===== config.mk =====
export PLATFORM = sky130hd
export DESIGN_NAME = frame_buf_pingpong_flat
export DESIGN_NICKNAME = d
export VERILOG_FILES = /design/src/rtl/frame_buf_pkg.sv /design/src/rtl/frame_buf_pingpong_if.sv /design/src/rtl/frame_buf_bank.sv /design/src/rtl/frame_buf_pingpong.sv /design/src/flat_wrapper.sv
export SDC_FILE = /design/constraint.sdc
export NUM_CORES = 1
export LEC_CHECK = 0
export CAP_MARGIN = 25
export CORE_ASPECT_RATIO = 0.6
export CORE_UTILIZATION = 60
export CTS_CLUSTER_SIZE = 16
export DETAILED_ROUTE_END_ITERATION = 16
export GPL_TIMING_DRIVEN = 0
export HOLD_SLACK_MARGIN = 0.1
export PLACE_DENSITY = 0.79
export SYNTH_ARGS = -nofsm -noshare
export SYNTH_HDL_FRONTEND = slang
export SYNTH_SLANG_ARGS = --single-unit

===== constraint.sdc =====
create_clock -name clk -period 3.05 [get_ports clk]
set_input_delay 0.4575 -clock clk [delete_from_list [all_inputs] [get_ports clk]]
set_output_delay 0.4575 -clock clk [all_outputs]
set_load 0.1 [all_outputs]

===== src/rtl/frame_buf_pkg.sv =====
// Shared types for the ping-pong frame buffer.
// FSM state encoding and bank index constants.
package frame_buf_pkg;

  typedef enum logic [1:0] {
    EMPTY   = 2'd0,
    RUN     = 2'd1,
    WR_HOLD = 2'd2
  } state_e;

  localparam logic BANK0 = 1'b0;
  localparam logic BANK1 = 1'b1;

endpackage


===== src/rtl/frame_buf_pingpong_if.sv =====
// Producer/consumer bus for the ping-pong frame buffer.
// master = pixel writer + display read-out, slave = buffer.
interface frame_buf_pingpong_if #(
  parameter int DATA_WIDTH = 16,
  parameter int ADDR_WIDTH = 3
);
  logic                  wr_en;
  logic [ADDR_WIDTH-1:0] wr_addr;
  logic [DATA_WIDTH-1:0] wr_data;
  logic                  wr_frame_done;
  logic                  wr_ready;
  logic                  rd_en;
  logic [ADDR_WIDTH-1:0] rd_addr;
  logic [DATA_WIDTH-1:0] rd_data;
  logic                  rd_data_valid;
  logic                  rd_frame_done;
  logic                  rd_frame_valid;

  modport master (
    output wr_en, wr_addr, wr_data, wr_frame_done,
    output rd_en, rd_addr, rd_frame_done,
    input  wr_ready, rd_data, rd_data_valid, rd_frame_valid
  );

  modport slave (
    input  wr_en, wr_addr, wr_data, wr_frame_done,
    input  rd_en, rd_addr, rd_frame_done,
    output wr_ready, rd_data, rd_data_valid, rd_frame_valid
  );
endinterface


===== src/rtl/frame_buf_bank.sv =====
// One frame bank: simple dual-port RAM, registered read.
// Ports: clk, reset (clears read reg only), we/waddr/wdata, re/raddr, rdata.
module frame_buf_bank #(
  parameter int DATA_WIDTH = 16,
  parameter int ADDR_WIDTH = 3
) (
  input  logic                  clk,
  input  logic                  reset,
  input  logic                  we_i,
  input  logic [ADDR_WIDTH-1:0] waddr_i,
  input  logic [DATA_WIDTH-1:0] wdata_i,
  input  logic                  re_i,
  input  logic [ADDR_WIDTH-1:0] raddr_i,
  output logic [DATA_WIDTH-1:0] rdata_o
);
  localparam int DEPTH = 1 << ADDR_WIDTH;

  logic [DATA_WIDTH-1:0] mem_q [DEPTH];
  logic [DATA_WIDTH-1:0] rdata_q;

  always_ff @(posedge clk) begin
    if (we_i) mem_q[waddr_i] <= wdata_i;
  end

  always_ff @(posedge clk) begin
    if (reset)     rdata_q <= '0;
    else if (re_i) rdata_q <= mem_q[raddr_i];
  end

  assign rdata_o = rdata_q;
endmodule


===== src/rtl/frame_buf_pingpong.sv =====
// Ping-pong frame memory: writer fills one bank, reader drains the other.
// Ports: clk, reset, bus (slave), frame_cnt when FRAME_CNT_EN is defined.
module frame_buf_pingpong
  import frame_buf_pkg::*;
#(
  parameter int DATA_WIDTH = 16,
  parameter int ADDR_WIDTH = 3
`ifdef FRAME_CNT_EN
  ,
  parameter int CNT_WIDTH  = 8
`endif
) (
  input  logic clk,
  input  logic reset,
`ifdef FRAME_CNT_EN
  output logic [CNT_WIDTH-1:0] frame_cnt,
`endif
  frame_buf_pingpong_if.slave bus
);
  state_e state_q, state_d;
  logic   wr_bank_q, wr_bank_d;
  logic   rd_bank;
  logic   wr_ready_q, rfv_q;
  logic   rd_sel_q, rd_valid_q;
  logic   swap, wr_fire, rd_fire;
  logic [DATA_WIDTH-1:0] q0, q1;

  assign rd_bank = ~wr_bank_q;
  assign wr_fire = bus.wr_en & wr_ready_q;
  assign rd_fire = bus.rd_en & rfv_q;

  always_comb begin
    state_d = state_q;
    swap    = 1'b0;
    unique case (state_q)
      EMPTY: begin
        if (bus.wr_frame_done) begin
          swap    = 1'b1;
          state_d = RUN;
        end
      end
      RUN: begin
        if (bus.wr_frame_done && bus.rd_frame_done)
          swap = 1'b1;
        else if (bus.wr_frame_done)
          state_d = WR_HOLD;
      end
      WR_HOLD: begin
        if (bus.rd_frame_done) begin
          swap    = 1'b1;
          state_d = RUN;
        end
      end
      default: state_d = EMPTY;
    endcase
    wr_bank_d = wr_bank_q ^ swap;
  end

  // Flags decoded from next state so they line up with state_q.
  always_ff @(posedge clk) begin
    if (reset) begin
      state_q    <= EMPTY;
      wr_bank_q  <= BANK0;
      wr_ready_q <= 1'b1;
      rfv_q      <= 1'b0;
      rd_sel_q   <= BANK0;
      rd_valid_q <= 1'b0;
    end else begin
      state_q    <= state_d;
      wr_bank_q  <= wr_bank_d;
      wr_ready_q <= (state_d != WR_HOLD);
      rfv_q      <= (state_d != EMPTY);
      rd_valid_q <= rd_fire;
      // Select follows the bank actually read, so data holds across swaps.
      if (rd_fire) rd_sel_q <= rd_bank;
    end
  end

`ifdef FRAME_CNT_EN
  logic [CNT_WIDTH-1:0] cnt_q;
  always_ff @(posedge clk) begin
    if (reset)     cnt_q <= '0;
    else if (swap) cnt_q <= cnt_q + 1'b1;
  end
  assign frame_cnt = cnt_q;
`endif

  frame_buf_bank #(
    .DATA_WIDTH(DATA_WIDTH),
    .ADDR_WIDTH(ADDR_WIDTH)
  ) u_bank0 (
    .clk    (clk),
    .reset  (reset),
    .we_i   (wr_fire & (wr_bank_q == BANK0)),
    .waddr_i(bus.wr_addr),
    .wdata_i(bus.wr_data),
    .re_i   (rd_fire & (rd_bank == BANK0)),
    .raddr_i(bus.rd_addr),
    .rdata_o(q0)
  );

  frame_buf_bank #(
    .DATA_WIDTH(DATA_WIDTH),
    .ADDR_WIDTH(ADDR_WIDTH)
  ) u_bank1 (
    .clk    (clk),
    .reset  (reset),
    .we_i   (wr_fire & (wr_bank_q == BANK1)),
    .waddr_i(bus.wr_addr),
    .wdata_i(bus.wr_data),
    .re_i   (rd_fire & (rd_bank == BANK1)),
    .raddr_i(bus.rd_addr),
    .rdata_o(q1)
  );

  assign bus.rd_data        = rd_sel_q ? q1 : q0;
  assign bus.rd_data_valid  = rd_valid_q;
  assign bus.wr_ready       = wr_ready_q;
  assign bus.rd_frame_valid = rfv_q;
endmodule

===== src/flat_wrapper.sv =====
// flat-port wrapper written by rule: the top's interface ports become plain ports
module frame_buf_pingpong_flat import frame_buf_pkg::*;
#(
  parameter int DATA_WIDTH = 16,
  parameter int ADDR_WIDTH = 3

)
  (clk, reset, bus_wr_en, bus_wr_addr, bus_wr_data, bus_wr_frame_done, bus_rd_en, bus_rd_addr, bus_rd_frame_done, bus_wr_ready, bus_rd_data, bus_rd_data_valid, bus_rd_frame_valid);
  frame_buf_pingpong_if #(.DATA_WIDTH(DATA_WIDTH), .ADDR_WIDTH(ADDR_WIDTH)) bus_i ();
  input  logic clk;
  input  logic reset;
  input wire logic [$bits(bus_i.wr_en)-1:0] bus_wr_en;
  input wire logic [$bits(bus_i.wr_addr)-1:0] bus_wr_addr;
  input wire logic [$bits(bus_i.wr_data)-1:0] bus_wr_data;
  input wire logic [$bits(bus_i.wr_frame_done)-1:0] bus_wr_frame_done;
  input wire logic [$bits(bus_i.rd_en)-1:0] bus_rd_en;
  input wire logic [$bits(bus_i.rd_addr)-1:0] bus_rd_addr;
  input wire logic [$bits(bus_i.rd_frame_done)-1:0] bus_rd_frame_done;
  output wire logic [$bits(bus_i.wr_ready)-1:0] bus_wr_ready;
  output wire logic [$bits(bus_i.rd_data)-1:0] bus_rd_data;
  output wire logic [$bits(bus_i.rd_data_valid)-1:0] bus_rd_data_valid;
  output wire logic [$bits(bus_i.rd_frame_valid)-1:0] bus_rd_frame_valid;
  assign bus_i.wr_en = bus_wr_en;
  assign bus_i.wr_addr = bus_wr_addr;
  assign bus_i.wr_data = bus_wr_data;
  assign bus_i.wr_frame_done = bus_wr_frame_done;
  assign bus_i.rd_en = bus_rd_en;
  assign bus_i.rd_addr = bus_rd_addr;
  assign bus_i.rd_frame_done = bus_rd_frame_done;
  assign bus_wr_ready = bus_i.wr_ready;
  assign bus_rd_data = bus_i.rd_data;
  assign bus_rd_data_valid = bus_i.rd_data_valid;
  assign bus_rd_frame_valid = bus_i.rd_frame_valid;
  frame_buf_pingpong #(.DATA_WIDTH(DATA_WIDTH), .ADDR_WIDTH(ADDR_WIDTH)) u_core (.clk(clk), .reset(reset), .bus(bus_i));
endmodule

# == Word-level counts from Yosys, hierarchy flattened ==
# Memory sizes are Yosys's and may differ from the RTL's. A register that Yosys moved wholly into a read port is not among the register bits.
# Cells that the tools add are included.
# op_classes
eq_ne,3
mux,14
n_bitwise,8
n_reduce_logical,3
# ops
op,n
$mux 16,1
$mux 2,4
$mux 1,7
$and 1x1->1,6
$pmux 2 s3,1
$pmux 1 s3,1
$eq 2x1->1 const B,1
$eq 2x2->1 const B,1
$logic_not 2->1,1
$ne 2x2->1 const B,1
$reduce_bool 2->1,1
$logic_and 1x1->1,1
$not 1->1,1
$xor 1x1->1,1
# word_totals
regBits,7
ram_bits,256
in_bits,28
wordCells,36
mem_count,2
# mem_list
memory,depth,word_bits,read_ports,rd_clocked_by_memory_dff,wr,line_no,rtl
u_core.u_bank0.mem_q,8,16,1,1,1,frame_buf_bank.sv:18,logic [DATA_WIDTH-1:0] mem_q [DEPTH];
u_core.u_bank1.mem_q,8,16,1,1,1,frame_buf_bank.sv:18,

# == Logic depth before layout (Yosys ltp) ==
# depth
depth_word,4
ltp_mapped,7
depth_no_buf,4

# == Cells and area by module ==
# A second synthesis with hierarchy kept.
# unflattened
cells_unflattened,662
hier_area_um2,11606.1
# modules_own_cells
mod,instances,cells_per_inst,area_each_um2,seq_area_each_um2
frame_buf_bank,2,307,5570.3,4164.0
frame_buf_pingpong,1,48,465.4,140.1

# == Least setup slack after synthesis ==
# No wires, ideal clock.
# synth_path
path_kind,reg2reg
from,"register u_core.wr_ready_q, in the netlist u_core.bus.wr_ready"
to,memory u_core.u_bank0.mem_q[0][0] (enable)
setup_time_ns,0.409
arrival_ns,2.722
path_slack_ns,-0.081
stages_incl_launch_ff,4
path_buffers,0
period_less_slack_ns,3.131
path_cell_list,dfxtp_1 nand2_1 or3_2 nor3_1
# synth_via
elab_chain_len,4
# synth_rtl
item,line_no,rtl
from (decl),frame_buf_pingpong.sv:23,"logic wr_ready_q, rfv_q;"
from (signal assigned),frame_buf_pingpong.sv:71,wr_ready_q <= (state_d != WR_HOLD);
$and 1x1->1,frame_buf_pingpong.sv:29,assign wr_fire = bus.wr_en & wr_ready_q;
$and 1x1->1,frame_buf_pingpong.sv:94,".we_i (wr_fire & (wr_bank_q == BANK0)),"
$mux 1,frame_buf_bank.sv:22,if (we_i) mem_q[waddr_i] <= wdata_i;
$mux 1 (implied by the code),frame_buf_bank.sv:22,
to (decl),frame_buf_bank.sv:18,
# No other way between the ends.

# == Final worst setup path ==
# layout_path
from,register u_core.rd_sel_q
to,output bus_rd_data[11]
# layout_via
elab_chain_len,1
# layout_rtl
item,line_no,rtl
from (decl),frame_buf_pingpong.sv:24,"logic rd_sel_q, rd_valid_q;"
from (signal assigned),frame_buf_pingpong.sv:75,if (rd_fire) rd_sel_q <= rd_bank;
$mux 16,frame_buf_pingpong.sv:116,assign bus.rd_data = rd_sel_q ? q1 : q0;
to (decl),flat_wrapper.sv:20,output wire logic [$bits(bus_i.rd_data)-1:0] bus_rd_data;
# No other way between the ends.

==> flow_summary.rst <==
.. list-table::
   :header-rows: 1

   * - Metric
     - Value
   * - Shortest clock period the worst path allows after layout
     - about 2900 ps
   * - Largest vdd supply drop
     - about 530 uV
   * - Final-report setup violation count
     - 0
   * - Ratio of total power to cell area
     - 630 mW/mm2
   * - Synthesized area
     - about 0.011 mm2
   * - Final Net Count
     - about 760
   * - Reg-to-reg setup timing slack
     - a little under 900 ps
   * - Cell Count, Final, Fillers Out
     - ~990
   * - Remaining DRCs
     - 5
   * - Number of inserted diodes
     - 0
   * - Master of the slowest instance on the critical path
     - dfxtp_1
   * - Max Buffers Root-to-Sink
     - 3
   * - Worst-case headroom to the max-slew limit
     - 0.326
   * - Number of antenna violations at the first check in global routing
     - 0
   * - Worst path required time
     - between 2000 and 3000 ps
   * - Total CTS buffers
     - 26
   * - Number of instances on the worst hold path
     - 2
   * - CTS tree
     - yes
   * - Placed wire-length estimate
     - roughly 17000 um
   * - Startpoint of the worst-slack reg-to-reg timing path
     - u_core.wr_bank_q
   * - Origin of the worst min-delay path
     - reset
   * - Final slew viol count
     - 0
   * - Number of buffers inserted by hold repair at cts
     - 0
   * - Critical Path Start Type
     - register
   * - Critical path peak fanout
     - 10
   * - Wire length of the first global-routing pass
     - 37500 um
   * - Worst hold-check path type
     - in -> reg
   * - Number of flops mapped to enable cells by yosys
     - roughly 260
   * - DR vias
     - about 6200
   * - Violations in the final reports
     - design-rule violations
   * - Clock-pin slew on the worst setup and hold paths
     - roughly 70 ps
   * - Buffer cell driving the clock tree root
     - clkbuf_16
   * - Horizontal extent of the die
     - approximately 180 um
   * - CTS Sinks
     - roughly 300
   * - Largest clock skew in the final design
     - approximately 18 ps
   * - Post-synthesis to final-layout area growth
     - 17.1%
   * - Die height
     - about 110 um
   * - RSZ-0062 raised after global routing
     - false
   * - Routed via count divided by cell count
     - between 6 and 7
   * - Top cells by area, synth
     - edfxtp_1, dfxtp_1, mux2i_1
   * - Fill cells
     - between 1000 and 1500
   * - Detailed router's first-iteration violation count
     - approximately 740
   * - Share of the synthesized area in the top cell type
     - 0.674
   * - Part of the cycle the worst path needs
     - 0.944
   * - Final Hold Viols
     - 0
   * - Element type at the critical path end
     - output port
   * - Number of nets produced by synthesis
     - 670
   * - Number of unique standard cell types used by synthesis
     - 41
   * - Total die area
     - about 0.020 mm2
   * - Critical Path Source
     - u_core.rd_sel_q
   * - Min-Delay Endpoint
     - u_core.wr_bank_q
   * - Share of layout cells above drive strength 1
     - 0.215
   * - Placeable core region
     - 0.0184 mm2
   * - Detailed-routing iteration count for the pre-antenna-repair pass
     - 11
   * - Number of synthesized register bits
     - between 200 and 300
   * - Cells along the critical path
     - buf_2 -> mux2_2 -> clkdlybuf4s15_2
   * - CP arrival
     - ~2400 ps
   * - Library cell with the largest summed area after synthesis
     - edfxtp_1
   * - Maximum number of pins on one net before global-route repair
     - 17
   * - Latest clock arrival within the worst-skew pair
     - between 500 and 600 ps
   * - Transition time of the tightest slew-check pin
     - 1010 ps
   * - Path type of the worst setup path
     - reg -> out
   * - Predominant post-synthesis flop cell
     - edfxtp_1
   * - Total routed wirelength
     - about 25000 um
   * - Maximum frequency from static timing analysis
     - around 350 MHz
   * - Cell count after placement
     - 941
   * - Synthesized area per cell
     - approximately 18 um2
   * - Commonest non-fill, non-tap cells in the layout
     - edfxtp_1, mux2i_1, nand2_1, dfxtp_1, mux2_2
   * - Number of buffers inserted by port buffering
     - 44
   * - Top Ports
     - 47
   * - Run status
     - finished, violations left
   * - Wire length per cell after detailed routing
     - approximately 25 um
   * - Largest stage delay, worst path
     - approximately 580 ps
   * - R2r endpoint
     - u_core.u_bank0.mem_q[0][4]
   * - Gate count of the mapped netlist
     - 642
   * - Number of cells on the worst reg-to-reg path
     - 3
   * - Area post-placement
     - between 0.01 and 0.015 mm2
   * - Max Cap Violations
     - 0
   * - Overflow left after global routing
     - 0
   * - Sequential area share after synthesis
     - 0.743
   * - Initial standard-cell utilization of the core
     - 0.621
   * - Vias in the first global route
     - ~6000
   * - Most common cell after layout, fill and taps aside
     - edfxtp_1
   * - Remaining number of nets flagged by the antenna check after routing
     - 0
   * - Synthesis warning total
     - 0
   * - Share of synthesized flip-flops with an asynchronous set or reset
     - 0
   * - Global Route Usage Sum
     - 0.264
   * - Number of H-tree levels
     - 1
   * - Leakage power summed over all cells
     - around 4.6 nW
   * - Gp weighted congestion
     - between 0.8 and 0.9
   * - Final non-filler cell area
     - between 0.01 and 0.015 mm2
   * - Number of standard-cell rows in the floorplan
     - 38
per-stage QoR:
stage	setup WS (ps)	hold slack [ps]	power [mW]	utilization	TNS (ps)
6_report	171	158	8.41	0.727	0
5_1_grt	85.7	155	8.65	0.727	0
4_1_cts	34.4	140	8.45	0.727	0
3_5_place_dp	122	449	5.17	0.679	0
3_3_place_gp	-734	441	5.12	0.662	-44180
2_1_floorplan	175	416	4.93	-	0
cell families (layout without fill, tap and decap cells):
| group | after synthesis | in the layout | share of synthesized area |
|---|---|---|---|
| AO/OA/AOI/OAI | 87 | 87 | 0.0572 |
| XOR/XNOR | 1 | 1 | 0.000768 |
| multiplexers | 127 | 127 | 0.134 |
| flip-flops | 295 | 295 | 0.743 |
| buffers and inverters | 37 | 143 | 0.0264 |
| AND/OR/NAND/NOR | 95 | 95 | 0.0390 |
state kept, by name, indices dropped and copies added (netlist names):
name / flops
u_core.bus.rd_data_valid: 1
u_core.bus.rd_frame_valid: 1
u_core.wr_bank_q: 1
u_core.u_bank0.rdata_o: 16
u_core.bus.wr_ready: 1
u_core.u_bank1.rdata_o: 16
u_core.u_bank1.mem_q: 128
u_core.rd_sel_q: 1
u_core.state_q: 2
u_core.u_bank0.mem_q: 128
final cells by class:
cell class / instances / area (um2) / area share
clock buffers: 38 / 736 / 0.0551
multi-input cells: 310 / 2690 / 0.201
well taps: 240 / 300 / 0.0225
clock inverters: 10 / 143 / 0.0107
repair buffers: 59 / 714 / 0.0535
inverters: 2 / 7.51 / 0.000562
plain buffers: 34 / 290 / 0.0217
flip-flops and latches: 295 / 8470 / 0.634
how the worst max path moves through the flow:
| stage | endpoint | cells past startpoint |
|---|---|---|
| 2_1_floorplan | u_core.u_bank0.mem_q[1][0] | 2 |
| 3_3_place_gp | u_core.u_bank1.mem_q[0][9] | 5 |
| 3_5_place_dp | bus_rd_data[11] | 4 |
| 4_1_cts | bus_rd_data[11] | 4 |
| 5_1_grt | bus_rd_data[11] | 3 |
| 6_report | bus_rd_data[11] | 3 |
critical path, delay by kind of cell, from the launching register on:
| kind | cells | cell delay, ps |
|---|---|---|
| flops | 1 | 580 |
| mux | 1 | 410 |
| buf+inv | 2 | 890 |
metal layers:
| layer | routed length, um | global-route usage | vias up |
|---|---|---|---|
| met2 | 10900 | 0.406 | 343 |
| li1 | - | - | 2711 |
| met1 | 10800 | 0.398 | 3122 |
| met3 | 2530 | 0.0501 | 38 |
| met5 | 0 | 0 | - |
| met4 | 384 | 0.0548 | 0 |
power by group:
part / internal [mW] / switching (mW) / leakage [nW]
registers: 4.46 / 0.0328 / 2.63
clock network: 1.94 / 1.39 / 0.425
logic: 0.214 / 0.371 / 1.54
cell usage after synthesis, types with 9 or more instances:
master    count
o22ai_1      11
mux2i_1      73
nor2b_1      17
buf_6         9
o31ai_1      15
a22oi_1      16
edfxtp_1    256
a21oi_1      16
nand2_1      39
a32o_1       16
mux4_2       14
nor2_1       23
dfxtp_1      39
mux2_2       38
what timing repair did:
action,4_1_cts,5_1_grt
endpoints found under the setup margin,16,9
pin swaps,0,0
buffers inserted,0,0
gates resized for setup,34,0
(Power assumes the default switching activity.)
